<file path="src/rtl/vram_arbiter.sv">
// VRAM port arbiter: VGA scan-out reads win the single RAM port, while CPU writes wait in a FIFO.
// A starvation counter forces a write slot, and the preempted read is then reported as a miss.
module vram_arbiter #(
  parameter int DEPTH    = 4,
  parameter int AW       = 2,
  parameter int MAX_WAIT = 15
) (
  input  logic          clk,
  input  logic          rst,
  input  logic          cpu_we,
  input  logic [14:0]   cpu_addr,
  input  logic [7:0]    cpu_din,
  output logic          wq_full,
  output logic          wq_empty,
  output logic [AW:0]   wq_count,
  output logic          wr_drop,
  input  logic          vga_rdn,
  input  logic [9:0]    vx,
  input  logic [9:0]    vy,
  output logic [7:0]    vga_dout,
  output logic          vga_dvalid,
  output logic          vga_miss,
  output logic [14:0]   ram_addr,
  output logic          ram_we,
  output logic [7:0]    ram_din,
  input  logic [7:0]    ram_dout
);

  localparam int WW = $clog2(MAX_WAIT + 1);
  localparam logic [WW-1:0] WAIT_MAX  = WW'(MAX_WAIT);
  localparam logic [AW:0]   FULL_CNT  = (AW + 1)'(DEPTH);

  typedef enum logic [1:0] {S_IDLE, S_RD, S_WR} state_t;

  state_t        state, next_state;
  logic [22:0]   mem [DEPTH];
  logic [AW-1:0] wr_ptr, rd_ptr;
  logic [AW:0]   count;
  logic [WW-1:0] wait_cnt;
  logic          push, pop, in_range, rd_hit, force_wr, miss_now;
  logic [14:0]   rd_addr;
  logic [22:0]   head;
  logic          p1_oor, p1_miss, p2_rd, p2_oor, p2_miss;

  assign wq_full  = (count == FULL_CNT);
  assign wq_empty = (count == '0);
  assign wq_count = count;
  assign head     = mem[rd_ptr];

  // 160x120 frame: vy/4 * 160 + vx/4
  assign rd_addr  = 15'({7'd0, vy[9:2]}) * 15'd160 + {7'd0, vx[9:2]};
  assign in_range = (vx < 10'd640) && (vy < 10'd480);
  assign rd_hit   = !vga_rdn && in_range;
  assign force_wr = (wait_cnt == WAIT_MAX) && !wq_empty;
  assign push     = cpu_we && !wq_full;
  assign pop      = (next_state == S_WR);

  always_comb begin
    next_state = S_IDLE;
    miss_now   = 1'b0;
    if (force_wr) begin
      next_state = S_WR;
      miss_now   = rd_hit;
    end else if (rd_hit) begin
      next_state = S_RD;
    end else if (!wq_empty) begin
      next_state = S_WR;
    end else begin
      next_state = S_IDLE;
    end
  end

  always_ff @(posedge clk) begin
    if (rst) begin
      state    <= S_IDLE;
      ram_addr <= 15'd0;
      ram_we   <= 1'b0;
      ram_din  <= 8'd0;
    end else begin
      state <= next_state;
      case (next_state)
        S_RD: begin
          ram_addr <= rd_addr;
          ram_we   <= 1'b0;
        end
        S_WR: begin
          ram_addr <= head[22:8];
          ram_din  <= head[7:0];
          ram_we   <= 1'b1;
        end
        default: ram_we <= 1'b0;
      endcase
    end
  end

  // Queue storage carries no reset; only the pointers define validity.
  always_ff @(posedge clk) begin
    if (push) mem[wr_ptr] <= {cpu_addr, cpu_din};
  end

  always_ff @(posedge clk) begin
    if (rst) begin
      wr_ptr   <= '0;
      rd_ptr   <= '0;
      count    <= '0;
      wait_cnt <= '0;
      wr_drop  <= 1'b0;
    end else begin
      if (push) wr_ptr <= wr_ptr + AW'(1);
      if (pop)  rd_ptr <= rd_ptr + AW'(1);
      case ({push, pop})
        2'b10:   count <= count + (AW + 1)'(1);
        2'b01:   count <= count - (AW + 1)'(1);
        default: count <= count;
      endcase
      if (cpu_we && wq_full) wr_drop <= 1'b1;
      if (wq_empty || pop)
        wait_cnt <= '0;
      else if (wait_cnt != WAIT_MAX)
        wait_cnt <= wait_cnt + WW'(1);
    end
  end

  // Two-stage return pipeline: the RAM samples ram_addr one edge later, its data arrives the edge after that.
  always_ff @(posedge clk) begin
    if (rst) begin
      p1_oor     <= 1'b0;
      p1_miss    <= 1'b0;
      p2_rd      <= 1'b0;
      p2_oor     <= 1'b0;
      p2_miss    <= 1'b0;
      vga_dvalid <= 1'b0;
      vga_miss   <= 1'b0;
      vga_dout   <= 8'd0;
    end else begin
      p1_oor     <= !vga_rdn && !in_range;
      p1_miss    <= miss_now;
      p2_rd      <= (state == S_RD);
      p2_oor     <= p1_oor;
      p2_miss    <= p1_miss;
      vga_dvalid <= p2_rd || p2_oor;
      vga_miss   <= p2_miss;
      if (p2_rd)
        vga_dout <= ram_dout;
      else if (p2_oor)
        vga_dout <= 8'h00;
    end
  end

endmodule

</file>
<file path="config.mk">
export PLATFORM = sky130hd
export DESIGN_NAME = vram_arbiter
export DESIGN_NICKNAME = d
export VERILOG_FILES = /design/src/rtl/vram_arbiter.sv
export SDC_FILE = /design/constraint.sdc
export NUM_CORES = 1
export LEC_CHECK = 0
export CAP_MARGIN = 20
export CORE_MARGIN = 2
export CORE_UTILIZATION = 45
export DETAILED_ROUTE_END_ITERATION = 6
export GPL_ROUTABILITY_DRIVEN = 0
export HOLD_SLACK_MARGIN = 0.06
export PLACE_DENSITY = 0.69
export SYNTH_ARGS = -nofsm -noshare
export SYNTH_HDL_FRONTEND = slang
export SYNTH_SLANG_ARGS = --single-unit
</file>
<file path="constraint.sdc">
create_clock -name clk -period 7.2 [get_ports clk]
set_input_delay 1.44 -clock clk [delete_from_list [all_inputs] [get_ports clk]]
set_output_delay 1.44 -clock clk [all_outputs]
set_load 0.01 [all_outputs]
</file>
Yosys cells after proc, flatten, opt, wreduce, memory -nomap -nowiden
Memory sizes are Yosys's and may differ from the RTL's. A register that Yosys moved wholly into a read port is not among the register bits.
Cells that the tools add are included.
{"block": "word_totals", "input_bits": 55, "ramBits": 92, "mem_count": 1, "register_bits": 53, "output_inout_bits": 40}
{"name": "mem", "words": 4, "width": 23, "rd": 1, "rd_clocked_by_memory_dff": 1, "wr": 1, "line_no": "36", "text": "logic [22:0] mem [DEPTH];"}
{"block": "op_classes", "bitwise": 1, "mux": 12, "reduce_logical": 18, "n_eq_ne": 8, "add_sub_neg": 6, "order_cmp": 2, "multipliers": 1}
{"op": "$pmux 15 s2", "count": 1}
{"op": "$mux 8", "count": 2}
{"op": "$add 15x8->15", "count": 1}
{"op": "$lt 10x10->1 const B", "count": 1}
{"op": "$lt 10x9->1 const B", "count": 1}
{"op": "$mul 8x3->10 const B", "count": 1}
{"op": "$mux 2", "count": 5}
{"op": "$eq 2x1->1 const B", "count": 3}
{"op": "$logic_and 1x1->1", "count": 6}
{"op": "$pmux 3 s2", "count": 1}
{"op": "$reduce_bool 2->1", "count": 3}
{"op": "$add 2x1->2 const B", "count": 2}
{"op": "$add 4x1->4 const B", "count": 1}
{"op": "$eq 2x2->1 const B", "count": 2}
{"op": "$eq 4x4->1 const B", "count": 1}
{"op": "$logic_not 1->1", "count": 4}
{"op": "$ne 4x4->1 const B", "count": 1}
{"op": "$reduce_or 2->1", "count": 2}
{"op": "$add 3x1->3 const B", "count": 1}
{"op": "$eq 3x3->1 const B", "count": 1}
{"op": "$logic_not 3->1", "count": 1}
{"op": "$mux 1", "count": 3}
{"op": "$sub 3x1->3 const B", "count": 1}
{"op": "$logic_or 1x1->1", "count": 2}
{"op": "$not 1->1", "count": 1}

Logic depth before layout (Yosys ltp)
{"block": "logic_depth", "word_depth": 8, "mapped_depth": 11}

Least setup slack after synthesis
OpenSTA, ideal clock, no wires.
{"block": "synth_timing", "path_type": "in2reg", "startpoint": "in vy[3]", "endpoint": "reg ram_addr[14]", "arrival_time_ps": 3304, "setup_slack_ps": 3762, "path_stages": 10, "cell_sequence": "ha_1 -> ha_1 -> inv_1 -> fa_1 -> and2b_1 -> o221ai_2 -> or4b_1 -> o311ai_1 -> xor2_1 -> o22ai_1"}
{"block": "synth_via", "elab_chain_len": 7}
{"item": "from (decl)", "line_no": "19", "text": "input logic [9:0] vy,"}
{"item": "parallel branches: the longest is 7 deep, another holds $add 15x8->15"}
{"item": "to (signal assigned)", "line_no": "83", "text": "ram_addr <= rd_addr;"}
{"item": "to (signal assigned)", "line_no": "87", "text": "ram_addr <= head[22:8];"}
{"item": "to (decl)", "line_no": "23", "text": "output logic [14:0] ram_addr,"}
Parallel ways; which one is timed is not known.
A chain may end at the register's enable or synchronous reset.

Final worst setup path
{"block": "layout_timing", "startpoint": "in vx[8]", "endpoint": "reg count[2] (netlist: wq_count[2])"}
{"block": "layout_via", "elab_chain_len": 8}
{"item": "from (decl)", "line_no": "18", "text": "input logic [9:0] vx,"}
{"item": "$lt 10x10->1 *", "line_no": "52", "text": "assign in_range = (vx < 10'd640) && (vy < 10'd480);"}
{"item": "$logic_and 1x1->1 *", "line_no": "52"}
{"item": "$logic_and 1x1->1 *", "line_no": "53", "text": "assign rd_hit = !vga_rdn && in_range;"}
{"item": "$mux 2 *", "line_no": "64", "text": "end else if (rd_hit) begin"}
{"item": "$mux 2 *", "line_no": "61", "text": "if (force_wr) begin"}
{"item": "net next_state[1]", "line_no": "35", "text": "state_t state, next_state;"}
{"item": "$eq 2x2->1 *", "line_no": "56", "text": "assign pop = (next_state == S_WR);"}
{"item": "net pop", "line_no": "40", "text": "logic push, pop, in_range, rd_hit, force_wr, miss_now;"}
{"item": "$eq 2x1->1 / $eq 2x2->1 (equally long branches)", "line_no": "111", "text": "case ({push, pop})"}
{"item": "$pmux 3 s2 / $reduce_bool 2->1 (equally long branches)"}
{"item": "to (signal assigned)", "line_no": "112", "text": "2'b10: count <= count + (AW + 1)'(1);"}
{"item": "to (signal assigned)", "line_no": "113", "text": "2'b01: count <= count - (AW + 1)'(1);"}
{"item": "to (signal assigned)", "line_no": "114", "text": "default: count <= count;"}
{"item": "to (decl)", "line_no": "38", "text": "logic [AW:0] count;"}
Mark *: on every way through the listed nets, which the timed path passes. The rest lies on a longest branch.

==> flow_summary.json <==
{
  "io_buffers": 90,
  "synth_area_leaders": "edfxtp_1 45%, dfxtp_1 18%, mux4_2 8.5%, ha_1 4.5%, nor2_1 3.6%",
  "grt_overflow": 0,
  "ios": 95,
  "diodes": 0,
  "cpMaxStageDelayCell": "ha_2",
  "layout_setup_ws_ps": 2870,
  "syn_area_per_cell_sq_um": 13.9,
  "cts.sinks": 147,
  "synth_edf_count": 92,
  "crit_buf_inv": 2,
  "netlist_area_sq_um": 6090,
  "initial_core_util": 0.460,
  "finalWirelength_microns": 11900,
  "fin_util": 0.589,
  "path_class": "primary input to register",
  "worst-endpoint-arrival_ps": 4670,
  "dr.pass1.iters": 4,
  "ys_ff_latch": 147,
  "grt_pass1_vias": 3784,
  "fin_crit_ps": 4330,
  "avgRoutedWirePerCell_microns": 16.5,
  "cts_buffers": 17,
  "worstHoldStart": "state[1]",
  "postRouteAntennaNets": 0,
  "syn_to_final_growth_pct": 28.1,
  "cp_max_fo": 35,
  "hp-class": "register to register",
  "insertion_delay_ps": 420,
  "end_kind": "register",
  "clk_path_buf_depth": 2,
  "required_ps": 7540,
  "finalSetupTns_ps": 0,
  "synthCells": 438,
  "hpwl_microns": 7520,
  "p_leak_nw": 2.75,
  "synthFlopType": "edfxtp_1",
  "rsz0062_at_grt": "no",
  "cts_resized": 0,
  "hold_depth": 1,
  "fmax_mhz": 231,
  "r2r_slack_ps": 3720,
  "drc": 0,
  "cts_tree": "built",
  "ctsHtreeMaxLevel": 4,
  "multi_input_area_sq_um": 2080,
  "grt_pass1_wl_microns": 19300,
  "placement_rows": 42,
  "track_usage": 0.178,
  "hold_buffers": 0,
  "critPathLaunchType": "primary input",
  "timing.critical_path.cells": "clkdlybuf4s50_1 > o21ai_0 > nand2_1 > nor3_1 > a21oi_1 > ha_2 > ha_1 > inv_1 > fa_1 > xor2_1 > or3_1 > a21oi_1",
  "die_h_microns": 120,
  "drt_iter0_markers": 205,
  "maxCapViolCount": 0,
  "die_x_microns": 120,
  "power.total_mw": 2.86,
  "outcome": "complete, no violations",
  "slew_headroom": 0.328,
  "finalSetupViolCount": 0,
  "r2r_start": "wait_cnt[0]",
  "r2r-end": "wq_count[2]",
  "via_per_inst": 5.20,
  "yosysTopAreaCell": "edfxtp_1",
  "synth-seq-area-share": 0.635,
  "synth_warnings": 0,
  "area.sequential_sq_um": 3860,
  "peakVddDrop_uv": 214,
  "postCtsSetupRepairBufs": 0,
  "yosysTopAreaCellShare": 0.454,
  "min_period_over_period": 0.601,
  "hold_violations": 0,
  "maxSlewViolCount": 0,
  "grt_max_degree": 53,
  "cp_top_family": "adder cells",
  "synthArstFlopShare": 0,
  "pre_cts_slack_ps": 2430,
  "antenna_found_initial": 0,
  "core-area_sq_um": 13200,
  "clkTransAtPathRegs_ps": 60,
  "ys_types": 44,
  "dp.cells": 687,
  "root_buffer": "clkbuf_16",
  "hold_end": "p2_rd",
  "crit_top_cell": "a21oi_1",
  "drive_gt1_frac": 0.114,
  "skew_ps": 6.79,
  "worst_path_largest_cell_delay_ps": 830,
  "dieArea_sq_um": 14500,
  "rr_worst_depth": 10,
  "synth_fp_nets": 518,
  "worst_slew_pin_slew_ps": 1010,
  "num_vias": 3738,
  "final_cells": 719,
  "power_density_nw_per_um2": 367,
  "fillers": 1090,
  "fin_nets": 610
}
## cells by family after synthesis
group,count (synthesis),synth area share
flops,147,0.635
simple gates,118,0.0952
xor+xnor,14,0.0201
mux,39,0.111
buf+inv,38,0.0245
compound gates,57,0.0590
fa+ha+maj,25,0.0551
## through the flow
stage | hold WS [ps] | instance area, sq um
2_1_floorplan | 373 | 6090
3_3_place_gp | 378 | 7160
3_5_place_dp | 388 | 7160
4_1_cts | 396 | 7790
5_1_grt | 396 | 7790
6_report | 390 | 7790
## cell type report
cell class,count,share of cell area
clock buffer,17,0.0546
timing repair buffer,95,0.120
inverter,16,0.00770
clock inverter,15,0.0274
tap,176,0.0283
multi-input combinational,253,0.266
sequential,147,0.496
## cell usage after synthesis (3+ instances only)
cell       n
and3_1     3
nor2b_1    9
inv_1     16
buf_1      5
nor3b_1   10
xnor2_1    8
a21oi_1   22
clkbuf_1  14
nor2_1    58
nand3_1    4
edfxtp_1  92
a211oi_1   5
xor2_1     6
nand2_1   10
o22ai_1    4
ha_1      22
dfxtp_1   55
and2_1     5
fa_1       3
mux4_2    23
o21ai_0   11
nor3_1     8
mux2i_1   16
## routing by layer
layer	GRT usage	vias up	part of all wire
li1	-	1811	-
met1	0.223	1804	0.43
met2	0.293	112	0.48
met3	0.0547	11	0.072
met4	0.0654	0	0.012
met5	0	-	0
## flip-flops by register name (all words and copies together), names as in the netlist, named ones only
register / count
mem: 92
p1_miss: 1
p1_oor: 1
p2_miss: 1
p2_oor: 1
p2_rd: 1
ram_addr: 15
ram_din: 8
ram_we: 1
rd_ptr: 2
state: 2
vga_dout: 8
vga_dvalid: 1
vga_miss: 1
wait_cnt: 4
wq_count: 3
wr_drop: 1
wr_ptr: 2
## placed cells by master (no fill, tap or decap), types with 11 or more instances in the layout
cell              n
mux2i_1          16
clkbuf_16        17
o21ai_0          11
inv_1            16
edfxtp_1         92
a21oi_1          22
mux4_2           23
clkdlybuf4s50_1  89
ha_1             21
dfxtp_1          54
nor2_1           58
## how the worst max path moves through the flow
stage / startpoint / endpoint / slack [ps] / depth (start not counted)
floorplan: vy[3] / ram_addr[14] / 3760 / 10
global placement: vx[8] / wq_count[2] / 2520 / 12
detailed placement: vx[8] / wq_count[2] / 2430 / 12
CTS: vx[8] / wq_count[2] / 2870 / 12
global route: vx[8] / wq_count[2] / 2630 / 12
finish: vx[8] / wq_count[2] / 2870 / 12
## power by group
part | switching, mW | internal [mW]
combinational | 0.385 | 0.391
clock | 0.334 | 0.610
sequential | 0.0899 | 1.05
Power figures use the tool's default switching activity.
